<file path="src/rtl/simd_inst_queue.sv">
// Instruction queue in front of the SIMD decoder: buffers 16-bit words and presents
// the head on a valid/ready handshake, driving a canonical NOP whenever it is empty.
module simd_inst_queue #(
    parameter int          DEPTH    = 4,
    parameter logic [15:0] NOP_WORD = 16'h0100
) (
    input  logic                     clk,
    input  logic                     rst_n,
    input  logic                     flush,
    input  logic                     in_valid,
    input  logic [15:0]              in_inst,
    output logic                     in_ready,
    output logic                     out_valid,
    output logic [15:0]              out_inst,
    input  logic                     out_ready,
    output logic [$clog2(DEPTH):0]   count
);

    localparam int AW = $clog2(DEPTH);
    localparam int CW = AW + 1;
    localparam logic [CW-1:0] FULL = CW'(DEPTH);

    logic [15:0]   mem_q [DEPTH];
    logic [AW-1:0] wr_ptr_q, wr_ptr_d;
    logic [AW-1:0] rd_ptr_q, rd_ptr_d;
    logic [CW-1:0] count_q, count_d;
    logic          push, pop;

    // Handshake status comes only from the occupancy register, so no input reaches an output.
    assign in_ready  = (count_q != FULL);
    assign out_valid = (count_q != '0);
    assign out_inst  = out_valid ? mem_q[rd_ptr_q] : NOP_WORD;
    assign count     = count_q;

    assign push = in_valid && in_ready;
    assign pop  = out_valid && out_ready;

    always_comb begin
        wr_ptr_d = wr_ptr_q;
        rd_ptr_d = rd_ptr_q;
        count_d  = count_q;
        if (flush) begin
            wr_ptr_d = '0;
            rd_ptr_d = '0;
            count_d  = '0;
        end else begin
            if (push) wr_ptr_d = wr_ptr_q + 1'b1;
            if (pop)  rd_ptr_d = rd_ptr_q + 1'b1;
            case ({push, pop})
                2'b10:   count_d = count_q + 1'b1;
                2'b01:   count_d = count_q - 1'b1;
                default: count_d = count_q;
            endcase
        end
    end

    always_ff @(posedge clk or negedge rst_n) begin
        if (!rst_n) begin
            wr_ptr_q <= '0;
            rd_ptr_q <= '0;
            count_q  <= '0;
        end else begin
            wr_ptr_q <= wr_ptr_d;
            rd_ptr_q <= rd_ptr_d;
            count_q  <= count_d;
        end
    end

    // Storage needs no reset: entries are only visible once counted as occupied.
    always_ff @(posedge clk) begin
        if (push && !flush) mem_q[wr_ptr_q] <= in_inst;
    end

endmodule

</file>
<file path="config.mk">
export PLATFORM = sky130hd
export DESIGN_NAME = simd_inst_queue
export DESIGN_NICKNAME = d
export VERILOG_FILES = /design/src/rtl/simd_inst_queue.sv
export SDC_FILE = /design/constraint.sdc
export NUM_CORES = 1
export LEC_CHECK = 0
export CELL_PAD_IN_SITES_DETAIL_PLACEMENT = 1
export CELL_PAD_IN_SITES_GLOBAL_PLACEMENT = 1
export CORE_ASPECT_RATIO = 0.75
export CORE_MARGIN = 4
export CORE_UTILIZATION = 43
export DETAILED_ROUTE_END_ITERATION = 16
export PLACE_DENSITY = 0.79
export SLEW_MARGIN = 20
export SYNTH_ARGS = -nofsm -noshare
export SYNTH_HDL_FRONTEND = slang
export SYNTH_SLANG_ARGS = --single-unit
</file>
<file path="constraint.sdc">
create_clock -name clk -period 5.6 [get_ports clk]
set_input_delay 1.12 -clock clk [delete_from_list [all_inputs] [get_ports clk]]
set_output_delay 1.12 -clock clk [all_outputs]
set_load 0.02 [all_outputs]
</file>
# Word level (Yosys, flattened, before mapping)
# Memories as Yosys holds them, arrays and structs flattened.
# Cells that the tools add are included.
# classes
muxes	9
n_mul	0
addsub	4
bitwise	0
order_cmp	0
reduce_logical	8
eq_ne	3
shifts	0
div	0
# ops
cell	count
$mux W16	1
$mux W2	4
$pmux W3 S2	1
$reduce_bool A3 Y1	2
$add A2 B1 Y2 const B	2
$reduce_bool A2 Y1	2
$add A3 B1 Y3 const B	1
$logic_and A1 B1 Y1	3
$mux W3	1
$ne A3 B3 Y1 const B	1
$sub A3 B1 Y3 const B	1
$eq A2 B1 Y1 const B	1
$eq A2 B2 Y1 const B	1
$mux W1	2
$logic_not A1 Y1	1
# totals
mem_count	1
word_cells	28
register_bits	7
latch_bits	0
input_bits	21
out_inout_bits	21
ramBits	64
romBits	0
# mem_list
memory	words	width	read_ports	rd_ports_with_merged_regs	wr	line_no	rtl
mem_q	4	16	1	0	1	23	logic [15:0] mem_q [DEPTH];

# Depth between registers and ports, before layout
# depth
word_depth	5
depth_mapped	7
mapped_depth_nobuf	6

# Worst setup path after synthesis
# OpenSTA, ideal clock, no wires.
# synth_path
path_kind	flip-flop to output port
start	register count_q[0] (netlist: count[0])
end	output port out_inst[8]
path_buffers	1
required_ps	4480
arrival_time_ps	1425
path_slack_ps	3055
stages_incl_launch_ff	4
cell_sequence	dfrtp_1 nor3_2 buf_4 or2_1
# synth_between
elab_chain_len	2
# synth_rtl
item	line_no	rtl
start: declaration	26	logic [CW-1:0] count_q, count_d;
start signal: assignment	65	count_q <= count_d;
$reduce_bool A3 Y1	31	assign out_valid = (count_q != '0);
$mux W16	32	assign out_inst = out_valid ? mem_q[rd_ptr_q] : NOP_WORD;
end: declaration	14	output logic [15:0] out_inst,
# Every way passes these cells.

# Final worst setup path
# Ends and elaborated chain as after synthesis.

==> summary.md <==
| Metric | Value |
|---|---|
| Hold Startpoint | wr_ptr_q[1] |
| #FFs+latches synth | 71 |
| Status | completed |
| Num CTS Buffers | 9 |
| WL per Instance | 18.4 um |
| CTS tree | built |
| Syn Inst Count | 170 |
| DR DRC count | 0 |
| Final hold vios | 0 |
| MaxCap Viol Count | 0 |
| Clock Tree Buf Depth | 2 |
| GP Congestion | 0.691 |
| FP Rows | 26 |
| GRT Overall Usage | 15.0% |
| H-tree depth | 3 |
| Synthesized area per cell | around 18 um2 |
| Worst-Margin Slew | 0.897 ns |
| Hold bufs inserted after CTS | 0 |
| Clock net sink count | 71 |
| Initial Util | 44.6% |
| Core region area | 0.00690 mm2 |
| Minimum clock period after layout | 3.77 ns |
| DRT Pass-1 Iters | 4 |
| GR Overflow Total | 0 |
| Fin Setup TNS | 0 ns |
| Via count | 1580 |
| Antenna viol nets, final | 0 |
| Synth area leader | edfxtp_1 |
| Period utilization | 67.3% |
| Share of the synthesized area in the top cell type | 62.4% |
| Crit path launch | count[0] |
| Synthesized area | 0.00308 mm2 |
| P per Cell Area | 361 mW/mm2 |
| Synthesis-to-layout area growth | 20.3% |
| DIE AREA | about 0.0086 mm2 |
| Die X | 106 um |
| Placed cell area | around 0.0035 mm2 |
| Ports | 42 |
| Post-CTS setup buffer count | 0 |
| Worst Setup Path Type | reg -> out |
| First-pass GRT wire length | 9.52 mm |
| CTS root buffer | clkbuf_8 |
| Type of origin of the critical path | register |
| Vias in the first global route | 1783 |
| Largest net degree at the start of global routing | 19 |
| Vias/cell | 5.02 |
| Hold crit path type | reg -> reg |
| VDD IR max | 0.110 mV |
| Clk slew on worst S/H paths | 0.07 ns |
| # resized after CTS | 0 |
| # setup viols final | 0 |
| Fmax achieved | approximately 270 MHz |
| Share of layout cells above drive strength 1 | 18.9% |
| Drt first-iter violations | 98 |
| R2r startpoint | count[0] |
| Top cells by area, synth | edfxtp_1 (62%), mux4_2 (12%), dfrtp_1 (5.7%), nor2b_4 (3.6%), ha_1 (1.6%) |
| Die H | 81.3 um |
| Clk_lat worst skew | 0.33 ns |
| Wirelength, routed | 5.80 mm |
| Synth cell types | 38 |
| Initial antenna violation count | 0 |
| Syn nets | 196 |
| Antenna cells | 0 |
| Largest fanout on the critical path | 15 |
| Slew Limit Fails | 0 |
| CP Capture Type | output pin |
| Leak Pwr | 0.00122 uW |
| DP Wirelength | around 3.9 mm |
| CP required | 4.48 ns |
| Yosys warnings | 0 |
| Port Buffers | 41 |
| CP arrival | 2.65 ns |
| Final setup skew | 0.00638 ns |
| Slew HR | 40.2% |
| RSZ-0062 raised after global routing | no |
| Design area | between 0.003 and 0.004 mm2 |
| Final net count | 238 |
| Sequential element share of the synthesized area | 68.1% |
-- metal layers --
metal | track usage, % | wire, um | vias up
met3 | 4.61 | 206 | 6
met2 | 25.4 | 2990 | 34
li1 | - | - | 738
met5 | 0 | 0 | -
met1 | 18.7 | 2530 | 802
met4 | 5.05 | 72 | 0
-- final cells by class --
cell class	count	area, um2
clock buffer	11	131
clock inverter	5	25.0
fill	660	3190
inverter	6	22.5
multi-input combinational	82	885
sequential	71	2100
tap	98	123
timing repair buffer	42	418
-- critical path, stage by stage (launching register included) --
cell and delay (ns):
dfrtp_1 0.60, nor3_4 0.64, buf_4 0.35, or2_1 0.13
clkdlybuf4s50_1 0.59
-- kinds of logic after synthesis --
group / Yosys count / synth area share (%)
AOI/OAI and AO/OA: 17 / 3.54
xor gates and xnor gates: 3 / 0.854
adders and majority gates: 5 / 2.28
buffers and inverters: 17 / 3.33
DFF: 71 / 68.1
muxes: 16 / 11.7
and+or+nand+nor: 41 / 10.2
-- through the flow --
stage               instances  power (uW)  hold WS (ns)  setup slack [ns]  utilization, %
floorplan                 170         891         0.557              3.06               -
global placement          299        1020         0.596              2.04            51.4
detailed placement        299        1030         0.609              1.99            51.4
CTS                       315        1360         0.620              1.63            53.7
global route              315        1410         0.646              1.65            53.7
finish                    315        1340         0.617              1.83            53.7
-- cell usage in the layout, fill, tap and decap left out, drive strengths merged, types with 3 or more instances in the layout --
master          n
inv             6
clkinv          4
nor2b          15
ha              4
and2            5
dfrtp           7
mux4           16
nor2            5
nand3           3
clkbuf         11
a21oi           6
clkdlybuf4s50  41
nand2b          4
edfxtp         64
-- state kept, by name, indices dropped and copies added (netlist names) --
register	flops
mem_q	64
count	3
rd_ptr_q	2
wr_ptr_q	2
-- worst paths after layout --
path	end	slack (ns)	depth (start not counted)
worst max register to register	mem_q[0][11]	3.29	3
min in group asynchronous	count[0]	1.08	1
max in group asynchronous	rd_ptr_q[0]	4.22	1
worst min register to register	wr_ptr_q[1]	0.62	2
worst min-delay path	wr_ptr_q[1]	0.62	2
worst max-delay path	out_inst[8]	1.83	4
-- power by group --
group | total, uW | internal, uW | switching (uW)
combinational | 357 | 190 | 168
clock | 329 | 156 | 172
sequential | 651 | 603 | 47.8
-- cells in the mapped netlist, drive strengths merged --
cell type and number:
inv 6, a31oi 1, a21oi 6, o22ai 2
nor4 1, dfrtp 7, a22oi 1, o21ai 2
and2 5, edfxtp 64, o311ai 1, clkbuf 1
or3 1, fa 1, xnor2 1, nor2b 15
a221oi 1, nor3b 2, or2 1, buf 10
o31ai 1, nand3 3, a211oi 1, nor3 2
a2111oi 1, ha 4, nand2b 4, mux4 16
nor2 5, nand3b 2, xor2 2
No activity file was read; power rests on OpenSTA's default activity.
